File: src/rtl/uart_tx_fifo_pkg.sv
// Shared types and constants for the buffered UART transmitter.
// The FIFO, the interface and the top all import this package.
package uart_tx_pkg;

    typedef enum logic [1:0] {
        IDLE,
        START,
        DATA,
        STOP
    } tx_state_t;

    localparam int   DATA_BITS  = 8;
    localparam logic IDLE_LEVEL = 1'b1;

endpackage

File: src/rtl/uart_tx_fifo_if.sv
// Byte handshake between the core (master) and the UART transmitter (slave).
// A byte moves on any rising edge where in_valid and in_ready are both high.
interface uart_tx_fifo_if;
    import uart_tx_pkg::*;

    logic [DATA_BITS-1:0] in_data;
    logic                 in_valid;
    logic                 in_ready;

    modport master (output in_data, output in_valid, input in_ready);
    modport slave  (input in_data, input in_valid, output in_ready);

endinterface

File: src/rtl/uart_tx_fifo_byte_fifo.sv
// Synchronous byte FIFO with synchronous active-high reset.
// Pushes while full and pops while empty are ignored; rdata_o shows the head.
module byte_fifo
    import uart_tx_pkg::*;
#(
    parameter  int DEPTH = 4,
    localparam int CW    = $clog2(DEPTH) + 1,
    localparam int PW    = $clog2(DEPTH)
) (
    input  logic                 clk,
    input  logic                 rst,
    input  logic                 push_i,
    input  logic [DATA_BITS-1:0] wdata_i,
    input  logic                 pop_i,
    output logic [DATA_BITS-1:0] rdata_o,
    output logic [CW-1:0]        count_o,
    output logic                 full_o,
    output logic                 empty_o
);

    logic [DATA_BITS-1:0] mem_q [DEPTH];
    logic [PW-1:0]        wr_ptr_q;
    logic [PW-1:0]        rd_ptr_q;
    logic [CW-1:0]        count_q;
    logic [CW-1:0]        count_d;
    logic                 do_push;
    logic                 do_pop;

    assign full_o  = (count_q == CW'(DEPTH));
    assign empty_o = (count_q == '0);
    assign count_o = count_q;
    assign rdata_o = mem_q[rd_ptr_q];
    assign do_push = push_i && !full_o;
    assign do_pop  = pop_i && !empty_o;

    always_comb begin
        count_d = count_q;
        case ({do_push, do_pop})
            2'b10:   count_d = count_q + CW'(1);
            2'b01:   count_d = count_q - CW'(1);
            default: count_d = count_q;
        endcase
    end

    // Storage needs no reset: the pointers and count decide what is live.
    always_ff @(posedge clk) begin
        if (do_push) begin
            mem_q[wr_ptr_q] <= wdata_i;
        end
    end

    always_ff @(posedge clk) begin
        if (rst) begin
            wr_ptr_q <= '0;
            rd_ptr_q <= '0;
            count_q  <= '0;
        end else begin
            if (do_push) begin
                wr_ptr_q <= wr_ptr_q + PW'(1);
            end
            if (do_pop) begin
                rd_ptr_q <= rd_ptr_q + PW'(1);
            end
            count_q <= count_d;
        end
    end

endmodule

File: src/rtl/uart_tx_fifo.sv
// Buffered 8N1 UART transmitter: a byte FIFO feeding a start/data/stop serializer.
// STOP chains straight into the next START when bytes are waiting, so bursts leave without gaps.
module uart_tx_fifo
    import uart_tx_pkg::*;
#(
    parameter int CLKS_PER_BIT = 87,
    parameter int FIFO_DEPTH   = 4
) (
    input  logic                          clk,
    input  logic                          rst,
    uart_tx_fifo_if.slave                 bus,
    output logic                          tx,
    output logic                          busy,
    output logic [$clog2(FIFO_DEPTH):0]   fifo_count
);

    localparam int BAUD_W = (CLKS_PER_BIT > 1) ? $clog2(CLKS_PER_BIT) : 1;
    localparam int BIT_W  = $clog2(DATA_BITS);

    tx_state_t            state_q;
    logic [BAUD_W-1:0]    baud_q;
    logic [BIT_W-1:0]     bit_q;
    logic [DATA_BITS-1:0] shift_q;
    logic                 tx_q;

    logic [DATA_BITS-1:0] fifo_rdata;
    logic                 fifo_full;
    logic                 fifo_empty;
    logic                 push;
    logic                 pop;
    logic                 baud_done;

    // Ready looks only at the registered fill level, never at in_valid.
    assign bus.in_ready = !rst && !fifo_full;
    assign push         = bus.in_valid && bus.in_ready;
    assign baud_done    = (baud_q == BAUD_W'(CLKS_PER_BIT - 1));
    assign pop          = !fifo_empty && ((state_q == IDLE) || ((state_q == STOP) && baud_done));
    assign tx           = tx_q;
    assign busy         = (state_q != IDLE) || !fifo_empty;

    byte_fifo #(
        .DEPTH (FIFO_DEPTH)
    ) u_fifo (
        .clk     (clk),
        .rst     (rst),
        .push_i  (push),
        .wdata_i (bus.in_data),
        .pop_i   (pop),
        .rdata_o (fifo_rdata),
        .count_o (fifo_count),
        .full_o  (fifo_full),
        .empty_o (fifo_empty)
    );

    // Serializer: tx is registered and always shows the level of the bit now in flight.
    always_ff @(posedge clk) begin
        if (rst) begin
            state_q <= IDLE;
            baud_q  <= '0;
            bit_q   <= '0;
            shift_q <= '0;
            tx_q    <= IDLE_LEVEL;
        end else begin
            case (state_q)
                IDLE: begin
                    tx_q   <= IDLE_LEVEL;
                    baud_q <= '0;
                    bit_q  <= '0;
                    if (pop) begin
                        shift_q <= fifo_rdata;
                        tx_q    <= 1'b0;
                        state_q <= START;
                    end
                end
                START: begin
                    if (baud_done) begin
                        baud_q  <= '0;
                        tx_q    <= shift_q[0];
                        state_q <= DATA;
                    end else begin
                        baud_q <= baud_q + BAUD_W'(1);
                    end
                end
                DATA: begin
                    if (baud_done) begin
                        baud_q <= '0;
                        if (bit_q == BIT_W'(DATA_BITS - 1)) begin
                            bit_q   <= '0;
                            tx_q    <= IDLE_LEVEL;
                            state_q <= STOP;
                        end else begin
                            bit_q   <= bit_q + BIT_W'(1);
                            shift_q <= shift_q >> 1;
                            tx_q    <= shift_q[1];
                        end
                    end else begin
                        baud_q <= baud_q + BAUD_W'(1);
                    end
                end
                STOP: begin
                    if (baud_done) begin
                        baud_q <= '0;
                        if (pop) begin
                            shift_q <= fifo_rdata;
                            tx_q    <= 1'b0;
                            state_q <= START;
                        end else begin
                            tx_q    <= IDLE_LEVEL;
                            state_q <= IDLE;
                        end
                    end else begin
                        baud_q <= baud_q + BAUD_W'(1);
                    end
                end
                default: begin
                    tx_q    <= IDLE_LEVEL;
                    state_q <= IDLE;
                end
            endcase
        end
    end

endmodule

File: src/flat_wrapper.sv
// flat-port wrapper written by rule: the top's interface ports become plain ports
module uart_tx_fifo_flat import uart_tx_pkg::*;
#(
    parameter int CLKS_PER_BIT = 87,
    parameter int FIFO_DEPTH   = 4
)
  (clk, rst, tx, busy, fifo_count, bus_in_data, bus_in_valid, bus_in_ready);
  uart_tx_fifo_if bus_i ();
  input  logic clk;
  input  logic rst;
  output logic tx;
  output logic busy;
  output logic [$clog2(FIFO_DEPTH):0] fifo_count;
  input wire logic [$bits(bus_i.in_data)-1:0] bus_in_data;
  input wire logic [$bits(bus_i.in_valid)-1:0] bus_in_valid;
  output wire logic [$bits(bus_i.in_ready)-1:0] bus_in_ready;
  assign bus_i.in_data = bus_in_data;
  assign bus_i.in_valid = bus_in_valid;
  assign bus_in_ready = bus_i.in_ready;
  uart_tx_fifo #(.CLKS_PER_BIT(CLKS_PER_BIT), .FIFO_DEPTH(FIFO_DEPTH)) u_core (.clk(clk), .rst(rst), .bus(bus_i), .tx(tx), .busy(busy), .fifo_count(fifo_count));
endmodule
File: config.mk
export PLATFORM = sky130hd
export DESIGN_NAME = uart_tx_fifo_flat
export DESIGN_NICKNAME = d
export VERILOG_FILES = /design/src/rtl/uart_tx_fifo_pkg.sv /design/src/rtl/uart_tx_fifo_if.sv /design/src/rtl/uart_tx_fifo_byte_fifo.sv /design/src/rtl/uart_tx_fifo.sv /design/src/flat_wrapper.sv
export SDC_FILE = /design/constraint.sdc
export NUM_CORES = 1
export LEC_CHECK = 0
export ABC_AREA = 1
export BUFFER_PORTS_ARGS = -buffer_cell sky130_fd_sc_hd__buf_2
export CORE_MARGIN = 5
export CORE_UTILIZATION = 55
export DETAILED_ROUTE_END_ITERATION = 8
export GPL_TIMING_DRIVEN = 0
export PLACE_DENSITY_LB_ADDON = 0.25
export SYNTH_ARGS = -nofsm -noshare
export SYNTH_HDL_FRONTEND = slang
export SYNTH_SLANG_ARGS = --single-unit
File: constraint.sdc
create_clock -name clk -period 6.5 [get_ports clk]
set_clock_uncertainty 0.15 [all_clocks]
set_input_delay 0.975 -clock clk [delete_from_list [all_inputs] [get_ports clk]]
set_output_delay 0.975 -clock clk [all_outputs]
set_load 0.01 [all_outputs]
* After elaboration in Yosys (flattened, before gate mapping)
Memories as Yosys holds them, arrays and structs flattened. A register that Yosys moved wholly into a read port is not among the register bits.
Index checks and enable logic that the tools add are counted.
** Word-level totals
- Bits in registers :: 28
- Bits in latches :: 0
- Memory bits (writable) :: 32
- ROM bits :: 0
- Output and inout port bits :: 6
- Memories :: 1
** Memory list
- u_core.u_fifo.mem_q :: words 4, width 8, read ports 1, clocked after Yosys merged registers in 1, wr ports 1, RTL line uart_tx_fifo_byte_fifo.sv:21 : logic [DATA_BITS-1:0] mem_q [DEPTH];
** Cells by class
- $add $sub $neg :: 6
- Multipliers :: 0
- Div/mod/pow operators :: 0
- $lt $le $gt $ge :: 0
- Equality and inequality tests :: 14
- Shift-type cells :: 0
- Mux-type cells :: 28
- Bitwise gates (word level) :: 0
- Reductions and logical operators :: 22
** Operator list (count)
- 8-bit two-way mux :: 4
- 8-bit case mux with 3 select lines :: 1
- 2-bit two-way mux :: 7
- 7-bit case mux with 2 select lines :: 1
- 3-bit case mux with 2 select lines :: 2
- 1-bit two-way mux :: 8
- 2-bit by 1-bit != test with 1-bit output, second input constant :: 4
- 2-bit case mux with 4 select lines :: 1
- 7-bit by 1-bit adder with 7-bit output, second input constant :: 1
- 7-bit == test, second input constant :: 1
- 7-bit two-way mux :: 1
- 3-bit by 1-bit adder with 3-bit output, second input constant :: 2
- 2-bit == test, second input constant :: 3
- 3-bit == test, second input constant :: 2
- 1-bit logical AND :: 6
- 3-bit two-way mux :: 2
- 2-bit nonzero test :: 3
- 5-bit AND reduction :: 1
- 2-bit by 1-bit adder with 2-bit output, second input constant :: 2
- 2-bit by 1-bit == test with 1-bit output, second input constant :: 2
- 2-bit != test, second input constant :: 2
- 1-bit case mux with 4 select lines :: 1
- 4-bit AND reduction :: 1
- 1-bit logical NOT :: 3
- 8 further kinds :: 9

* Depth between registers and ports, before layout
Gate-level depths: netlist of the first run.
- Depth after elaboration :: 7
- Gate-level depth with buffers :: 15
- Gate-level depth less buffers :: 15

* Hierarchy
From an unflattened synthesis of the first run, not the netlist that was laid out.
** Unflattened totals
- Cell total of the unflattened synthesis :: 319
- Area total of the unflattened synthesis :: 2910.3 um2
** By module, submodules not included
- byte_fifo :: times used 1, cells an instance 146, area an instance 1691.6 um2, seq. area each 1141.1 um2
- uart_tx_fifo :: times used 1, cells an instance 173, area an instance 1218.7 um2, seq. area each 420.4 um2

* Worst setup path after synthesis of the first run
Ideal clock, no wire load.
- Path kind :: input port to flip-flop
- Start point :: in rst
- End point :: reg u_core.u_fifo.count_q[1] (netlist: u_core.u_fifo.count_o[1])
- Library setup time :: 0.070 ns
- Arrival :: 2.314 ns
- Setup slack :: 3.966 ns
- Stages :: 6
- Path buffers :: 0
- Cells stage by stage :: a31oi_1 > nand2_1 > ha_1 > inv_1 > fa_1 > a21oi_1
** On the way
- Word-level cells in the longest chain between the ends :: 6
** RTL lines
- start: declaration :: RTL line flat_wrapper.sv:10 : input logic rst;
- 1-bit logical NOT :: RTL line uart_tx_fifo.sv:34 : assign bus.in_ready = !rst && !fifo_full;
- 1-bit logical AND :: RTL line uart_tx_fifo.sv:34
- 1-bit logical AND :: RTL line uart_tx_fifo.sv:35 : assign push = bus.in_valid && bus.in_ready;
- 1-bit logical AND :: RTL line uart_tx_fifo_byte_fifo.sv:33 : assign do_push = push_i && !full_o;
- 2-bit by 1-bit == test with 1-bit output / 2-bit == test (equally long branches) :: RTL line uart_tx_fifo_byte_fifo.sv:38 : case ({do_push, do_pop})
- 3-bit case mux with 2 select lines / 2-bit nonzero test (equally long branches)
- end signal: assignment :: RTL line uart_tx_fifo_byte_fifo.sv:64 : count_q <= count_d;
- end: declaration :: RTL line uart_tx_fifo_byte_fifo.sv:24 : logic [CW-1:0] count_q;
Parallel ways exist; a longest one is shown, timed or not.
A chain may end at the register's enable or synchronous reset.

* Final worst setup path of the first run
- Start point :: in rst
- End point :: out bus_in_ready
** On the way
- Word-level cells in the longest chain between the ends :: 2
** RTL lines
- 1-bit logical NOT :: RTL line uart_tx_fifo.sv:34
- 1-bit logical AND :: RTL line uart_tx_fifo.sv:34
- end: declaration :: RTL line flat_wrapper.sv:16 : output wire logic [$bits(bus_i.in_ready)-1:0] bus_in_ready;
No other way between the ends.

==> results of run 1 <==
==> flip-flops by register name (all words and copies together), names as in the netlist, named ones only <==
signal / count
u_core.u_fifo.mem_q: 32
u_core.shift_q: 8
u_core.baud_q: 7
u_core.bit_q: 3
u_core.u_fifo.count_o: 3
u_core.state_q: 2
u_core.u_fifo.rd_ptr_q: 2
u_core.u_fifo.wr_ptr_q: 2
u_core.tx: 1
==> metrics by stage <==
stage | area, µm² | hold slack, ns | std cells | setup WS [ns]
after global placement | 3130 | 0.295 | 412 | 3.68
after floorplan | 2970 | 0.280 | 326 | 3.97
after CTS | 3330 | 0.326 | 428 | 3.90
after global routing | 3330 | 0.340 | 428 | 3.72
after detailed placement | 3130 | 0.309 | 412 | 3.62
final | 3330 | 0.323 | 428 | 3.89
==> final cells by class <==
cell class	count	share of cell area (%)
multi-input cells	201	34.1
well taps	70	2.63
flip-flops and latches	62	46.9
inverters	55	6.20
repair buffers	16	2.40
clock buffers	9	3.72
clock inverters	7	2.18
plain buffers	8	1.88
==> routing by layer <==
layer  vias to the layer above  track usage (%)  part of all wire, %
met3                        13             6.53                  4.2
met5                         -                0                    0
met2                        34             27.6                   49
met1                       990             18.4                   45
li1                       1116                -                    -
met4                         0             5.99                  1.8
==> cells by family (layout without fill, tap and decap cells) <==
family | Yosys count | after routing
AO/OA/AOI/OAI | 41 | 41
XOR/XNOR | 2 | 2
multiplexers | 6 | 6
flip-flops | 62 | 62
adder cells (fa/ha/maj) | 16 | 16
AND/OR/NAND/NOR | 136 | 136
buffers and inverters | 63 | 95
==> critical path: cells and delay by family <==
family | cells | cell delay [ns]
buffers and inverters | 2 | 0.32
AOI/OAI and AO/OA | 1 | 0.19
==> worst max path at each step <==
stage	cells after the start	slack, ns	startpoint	endpoint
5_1_grt	15	3.72	u_core.baud_q[0]	u_core.u_fifo.count_o[2]
2_1_floorplan	6	3.97	rst	u_core.u_fifo.count_o[1]
3_5_place_dp	10	3.62	rst	u_core.u_fifo.count_o[2]
4_1_cts	3	3.90	rst	bus_in_ready
3_3_place_gp	10	3.68	rst	u_core.u_fifo.count_o[2]
6_report	3	3.89	rst	bus_in_ready
==> cell usage in the layout, fill, tap and decap left out, drive strengths merged, types with 3 or more instances in the layout <==
cell type / Yosys / final
buf: 7 / 23
mux2i: 6 / 6
edfxtp: 32 / 32
clkinv: 0 / 4
a21oi: 25 / 25
dfxtp: 30 / 30
nor3: 3 / 3
inv: 55 / 57
clkbuf: 1 / 10
nor2: 20 / 20
o21ai: 13 / 13
ha: 15 / 15
nand3: 37 / 37
nand2: 71 / 71
==> power groups by stage <==
stage	sequential, µW	combinational, µW	clock (µW)
global route	529	681	360
global placement	527	581	0
detailed placement	529	595	0
floorplan	525	465	0
finish	522	596	333
CTS	522	598	338
==> impl_metrics.json, run 1 <==
{
  "start_util_pct": 57.4,
  "data_required_critical_path_ns": 5.37,
  "utilization_pct": 64.4,
  "synth_fa_ha_area_share_pct": 7.00,
  "fp.dieH_um": 83.4,
  "cts_htree_levels": 3,
  "drt_wl_total_mm": 5.27,
  "setup_repair_after_global_routing_missed_its_margin": "no",
  "num_ports": 17,
  "final-setup-viol-count": 0,
  "worstSkewPairLatency_ns": 0.34,
  "pwr_density_cell_nw_per_um2": 436,
  "final_layout_size_suffix_gt1_share_pct": 13.4,
  "cell_type_with_the_highest_occurrence_count_on_the_critical_path": "sky130_fd_sc_hd__buf_2",
  "min_path_type": "register to register",
  "ctsRootBufferMaster": "sky130_fd_sc_hd__clkbuf_8",
  "port_buffers": 16,
  "tritoncts": "done",
  "timing.max_slew.rel_slack_pct": 44.3,
  "setup-tns-final_ns": 0,
  "r2r-start": "u_core.baud_q[0]",
  "critical_path.reg2reg.endpoint": "u_core.u_fifo.count_o[2]",
  "clkSlewWorstSetupHoldPaths_ns": 0.07,
  "worstHoldStart": "u_core.baud_q[0]",
  "post-cts-setup-buffers": 0,
  "vias": 2153,
  "register_area_um2": 1560,
  "die_area_um2": 6960,
  "ctsResizeCount": 0,
  "grt.total_usage_pct": 16.2,
  "placement_rows": 26,
  "synth-simple-area-share_pct": 21.0,
  "crit_arrival_ns": 1.49,
  "multi_input_area_um2": 1140,
  "power_switching_share_pct": 38.4,
  "gpl.final_weighted_congestion": 0.835,
  "share_clk_of_total_power_pct": 23.0,
  "final.fill_count": 426,
  "yosysSeqAreaShare_pct": 52.6,
  "tightest_slew_ns": 0.833,
  "antenna_violating_nets_post_route": 0,
  "post-synth-top-count-cell": "sky130_fd_sc_hd__nand2_1",
  "power.switching_uw": 558,
  "grt_start_max_net_pins": 13,
  "worst_path_largest_cell_delay_ns": 0.19,
  "netlist-cell-type-count": 32,
  "synth.ff_latch_count": 62,
  "power.combinational.fraction_pct": 41.1,
  "power.leakage_uw": 0.00149,
  "min_path_cells": 1,
  "postCtsHoldBufs": 0,
  "drc": 0,
  "synth_top_family_by_area": "simple AND/OR/NAND/NOR gates",
  "worstHoldEndpoint": "u_core.baud_q[0]",
  "xor_xnor_share_of_the_synthesized_area_pct": 0.590,
  "crit_path_start_kind": "primary input",
  "first_global_vias": 2078,
  "yosys_warnings": 0,
  "antennaDiodeCount": 0,
  "maxCapViolCount": 0,
  "setup.reg_to_reg.worst_slack_ns": 3.99,
  "synthesized_netlist_net_count": 353,
  "asyncSetResetFlopFracSynth_pct": 0,
  "routed_wire_length_per_instance_um": 12.3,
  "core_area_um2": 5170,
  "ys.flop_type": "sky130_fd_sc_hd__edfxtp_1",
  "outcome": "completed",
  "antenna_found_initial": 0,
  "slew_violations": 0,
  "drt_pre_antenna_iters": 4,
  "clock_period_minus_final_worst_setup_slack_ns": 2.61,
  "cellInternalPower_uw": 893,
  "cts_buffer_depth": 2,
  "crit_slowest_cell": "sky130_fd_sc_hd__a31oi_1",
  "synth-compound-area-share_pct": 7.68,
  "synth_common_cells": "sky130_fd_sc_hd__nand2_1 (66), sky130_fd_sc_hd__inv_1 (55), sky130_fd_sc_hd__nand3_1 (36)",
  "yosys-mux-area-fraction_pct": 2.02,
  "criticalPathCategory": "primary input to output pin",
  "synthesis.instances": 326,
  "final.period_utilization_pct": 40.2,
  "finalPower_uw": 1450,
  "hold_viol_final": 0,
  "grt_remaining_overflow": 0,
  "ir_worst_vdd_mv": 0.239,
  "path_cells": "buf_2 -> a31oi_1 -> buf_2",
  "cts_num_sinks": 62,
  "grt_pass1_wl_mm": 8.94,
  "synth_area_leader_cell": "sky130_fd_sc_hd__edfxtp_1",
  "synthDominantCellAreaShare_pct": 32.4,
  "finalNetCount": 380,
  "critical_path_peak_fanout": 7,
  "reg2reg_depth": 15,
  "share_of_total_power_in_sequential_cells_pct": 36.0,
  "maxClockFrequency_ghz": 0.383,
  "largest_cells_by_area_after_synthesis": "sky130_fd_sc_hd__edfxtp_1 (32%), sky130_fd_sc_hd__dfxtp_1 (20%), sky130_fd_sc_hd__nand2_1 (8.4%)",
  "viasPerCell": 5.03,
  "synth-edff-count": 32,
  "chip_width_um": 83.4,
  "numCtsBuffers": 9,
  "post_synthesis_average_cell_area_um2": 9.10,
  "setup.worst_path.end_class": "output pin",
  "mapped_cell_area_um2": 2970,
  "first_iter_violations": 59,
  "dpl.hpwl_mm": 3.73,
  "area_growth_syn_to_layout_pct": 12.3
}
Note: power is estimated with default switching activity, not from simulation.
==> inputs of run 2 (changes only) <==
- CORE_UTILIZATION: 55 -> 54
- clock period: 6.5 -> 2.3 ns (I/O delays scaled with it)
==> impl_metrics.json, run 2 (synthesis gave the netlist of run 1 again) <==
{
  "outcome": "completed",
  "first_iter_violations": 127,
  "cts_num_sinks": 62,
  "final-setup-viol-count": 0,
  "core_area_um2": 5440,
  "placement_rows": 27,
  "antennaDiodeCount": 0,
  "setup_repair_after_global_routing_missed_its_margin": "yes",
  "tritoncts": "done",
  "final.period_utilization_pct": 97.3,
  "power.leakage_uw": 0.00152,
  "die_area_um2": 7080,
  "crit_arrival_ns": 2.32,
  "maxCapViolCount": 0,
  "grt_start_max_net_pins": 13,
  "setup.worst_path.end_class": "register",
  "drt_wl_total_mm": 5.48,
  "slew_violations": 0,
  "final_layout_size_suffix_gt1_share_pct": 19.0,
  "dpl.hpwl_mm": 3.69,
  "critical_path_peak_fanout": 6,
  "antenna_violating_nets_post_route": 0,
  "tightest_slew_ns": 0.793,
  "cts_htree_levels": 3,
  "postCtsHoldBufs": 0,
  "timing.max_slew.rel_slack_pct": 46.9,
  "max_flop_register": "u_core.u_fifo.mem_q",
  "numCtsBuffers": 9,
  "grt_remaining_overflow": 0,
  "drt_pre_antenna_iters": 4,
  "num_ports": 17,
  "finalPower_uw": 4310,
  "start_util_pct": 54.5,
  "viasPerCell": 5.07,
  "commonest_non_fill_non_tap_cell_in_the_layout": "sky130_fd_sc_hd__nand2_1",
  "gpl.final_weighted_congestion": 0.785,
  "min_path_type": "primary input to register",
  "cts_buffer_depth": 2,
  "placed_cell_area_um2": 3140,
  "final_cell_area_um2": 3430,
  "routed_wire_length_per_instance_um": 12.6,
  "ir_worst_vdd_mv": 0.566,
  "largest_reg_flops": 32,
  "vias": 2211,
  "worstSkewPairLatency_ns": 0.35,
  "fp.dieH_um": 84.1,
  "grt_pass1_wl_mm": 9.18,
  "finalNetCount": 386,
  "area_growth_syn_to_layout_pct": 15.8,
  "grt.total_usage_pct": 16.2,
  "criticalPathCategory": "register to register",
  "data_required_critical_path_ns": 2.38,
  "ctsRootBufferMaster": "sky130_fd_sc_hd__clkbuf_8",
  "drc": 0,
  "clock_period_minus_final_worst_setup_slack_ns": 2.24,
  "pwr_density_cell_nw_per_um2": 1250,
  "chip_width_um": 84.1,
  "port_buffers": 16,
  "antenna_found_initial": 0,
  "first_global_vias": 2046,
  "maxClockFrequency_ghz": 0.447,
  "reg.largest.list": "u_core.u_fifo.mem_q (32), u_core.shift_q (8), u_core.baud_q (7)",
  "crit_path_start_kind": "register",
  "clkSlewWorstSetupHoldPaths_ns": 0.08,
  "hold_viol_final": 0,
  "layout_common_cells": "sky130_fd_sc_hd__nand2_1 (66), sky130_fd_sc_hd__inv_1 (51), sky130_fd_sc_hd__nand3_1 (36)",
  "final.fill_count": 455
}
[run 2: cell count changes in the layout (fill, tap and decap cells not counted), moves of 3 or more]
cell                      previous run  this run
sky130_fd_sc_hd__buf_4               1         7
sky130_fd_sc_hd__dfxtp_1            30        27
sky130_fd_sc_hd__dfxtp_2             0         3
sky130_fd_sc_hd__ha_1               15        11
sky130_fd_sc_hd__inv_1              55        51
[run 2: through the flow]
stage / hold WS [ns] / cells / worst slack, ns / setup TNS [ns] / util [%]
after detailed placement: 0.309 / 414 / -0.141 / -0.141 / 57.7
after global routing: 0.0500 / 436 / -0.119 / -0.119 / 63.1
final: 0.0558 / 436 / 0.0613 / 0 / 63.1
after floorplan: 0.264 / 326 / 0.0576 / 0 / -
after global placement: 0.297 / 414 / -0.108 / -0.108 / 57.7
after CTS: 0.0532 / 432 / 0.0230 / 0 / 61.7
[run 2: timing repair]
item | 4_1_cts | 5_1_grt
setup endpoints to repair | 1 | 2
pin swaps | 2 | 6
setup buffers | 2 | 4
gates resized for setup | 4 | 17
[run 2: worst max-delay path, cell delays in order (launching register included)]
cell and delay [ns]:
sky130_fd_sc_hd__dfxtp_2 0.37, sky130_fd_sc_hd__ha_4 0.16, sky130_fd_sc_hd__nand2_4 0.05, sky130_fd_sc_hd__nor2_4 0.12, sky130_fd_sc_hd__nand3_2 0.07, sky130_fd_sc_hd__nand2_2 0.09
sky130_fd_sc_hd__nand2_4 0.08, sky130_fd_sc_hd__inv_4 0.07, sky130_fd_sc_hd__ha_4 0.13, sky130_fd_sc_hd__inv_4 0.04, sky130_fd_sc_hd__fa_2 0.38, sky130_fd_sc_hd__a21oi_2 0.16
sky130_fd_sc_hd__o21ai_2 0.08, sky130_fd_sc_hd__o21ai_1 0.13, sky130_fd_sc_hd__a21oi_1 0.05
[run 2: where the power goes]
part           switching, µW  internal [µW]
combinational           1100            786
clock                    443            501
sequential               115           1360
total                   1660           2650
[run 2: final cells by class]
| type | instances | area, µm² | area share, % |
|---|---|---|---|
| plain buffers | 8 | 62.6 | 1.82 |
| repair buffers | 22 | 125 | 3.64 |
| multi-input cells | 201 | 1180 | 34.4 |
| clock inverters | 7 | 75.1 | 2.19 |
| well taps | 72 | 90.1 | 2.62 |
| flip-flops and latches | 62 | 1570 | 45.6 |
| inverters | 55 | 211 | 6.16 |
| clock buffers | 9 | 124 | 3.61 |
[run 2: routing by layer]
metal / wire (µm) / track usage, % / share of wire, % / vias up
li1: - / - / - / 1127
met2: 2680 / 27.4 / 49 / 33
met3: 196 / 4.15 / 3.6 / 10
met1: 2470 / 19.8 / 45 / 1041
met5: 0 / 0 / 0 / -
met4: 135 / 6.58 / 2.5 / 0
[run 2: final timing paths]
check | start | endpoint | slack [ns] | cells past startpoint
min | bus_in_data[2] | u_core.u_fifo.mem_q[3][2] | 0.06 | 1
min reg2reg | u_core.baud_q[0] | u_core.baud_q[0] | 0.27 | 1
max | u_core.baud_q[1] | u_core.u_fifo.count_o[2] | 0.06 | 14
max reg2reg | u_core.baud_q[1] | u_core.u_fifo.count_o[2] | 0.06 | 14
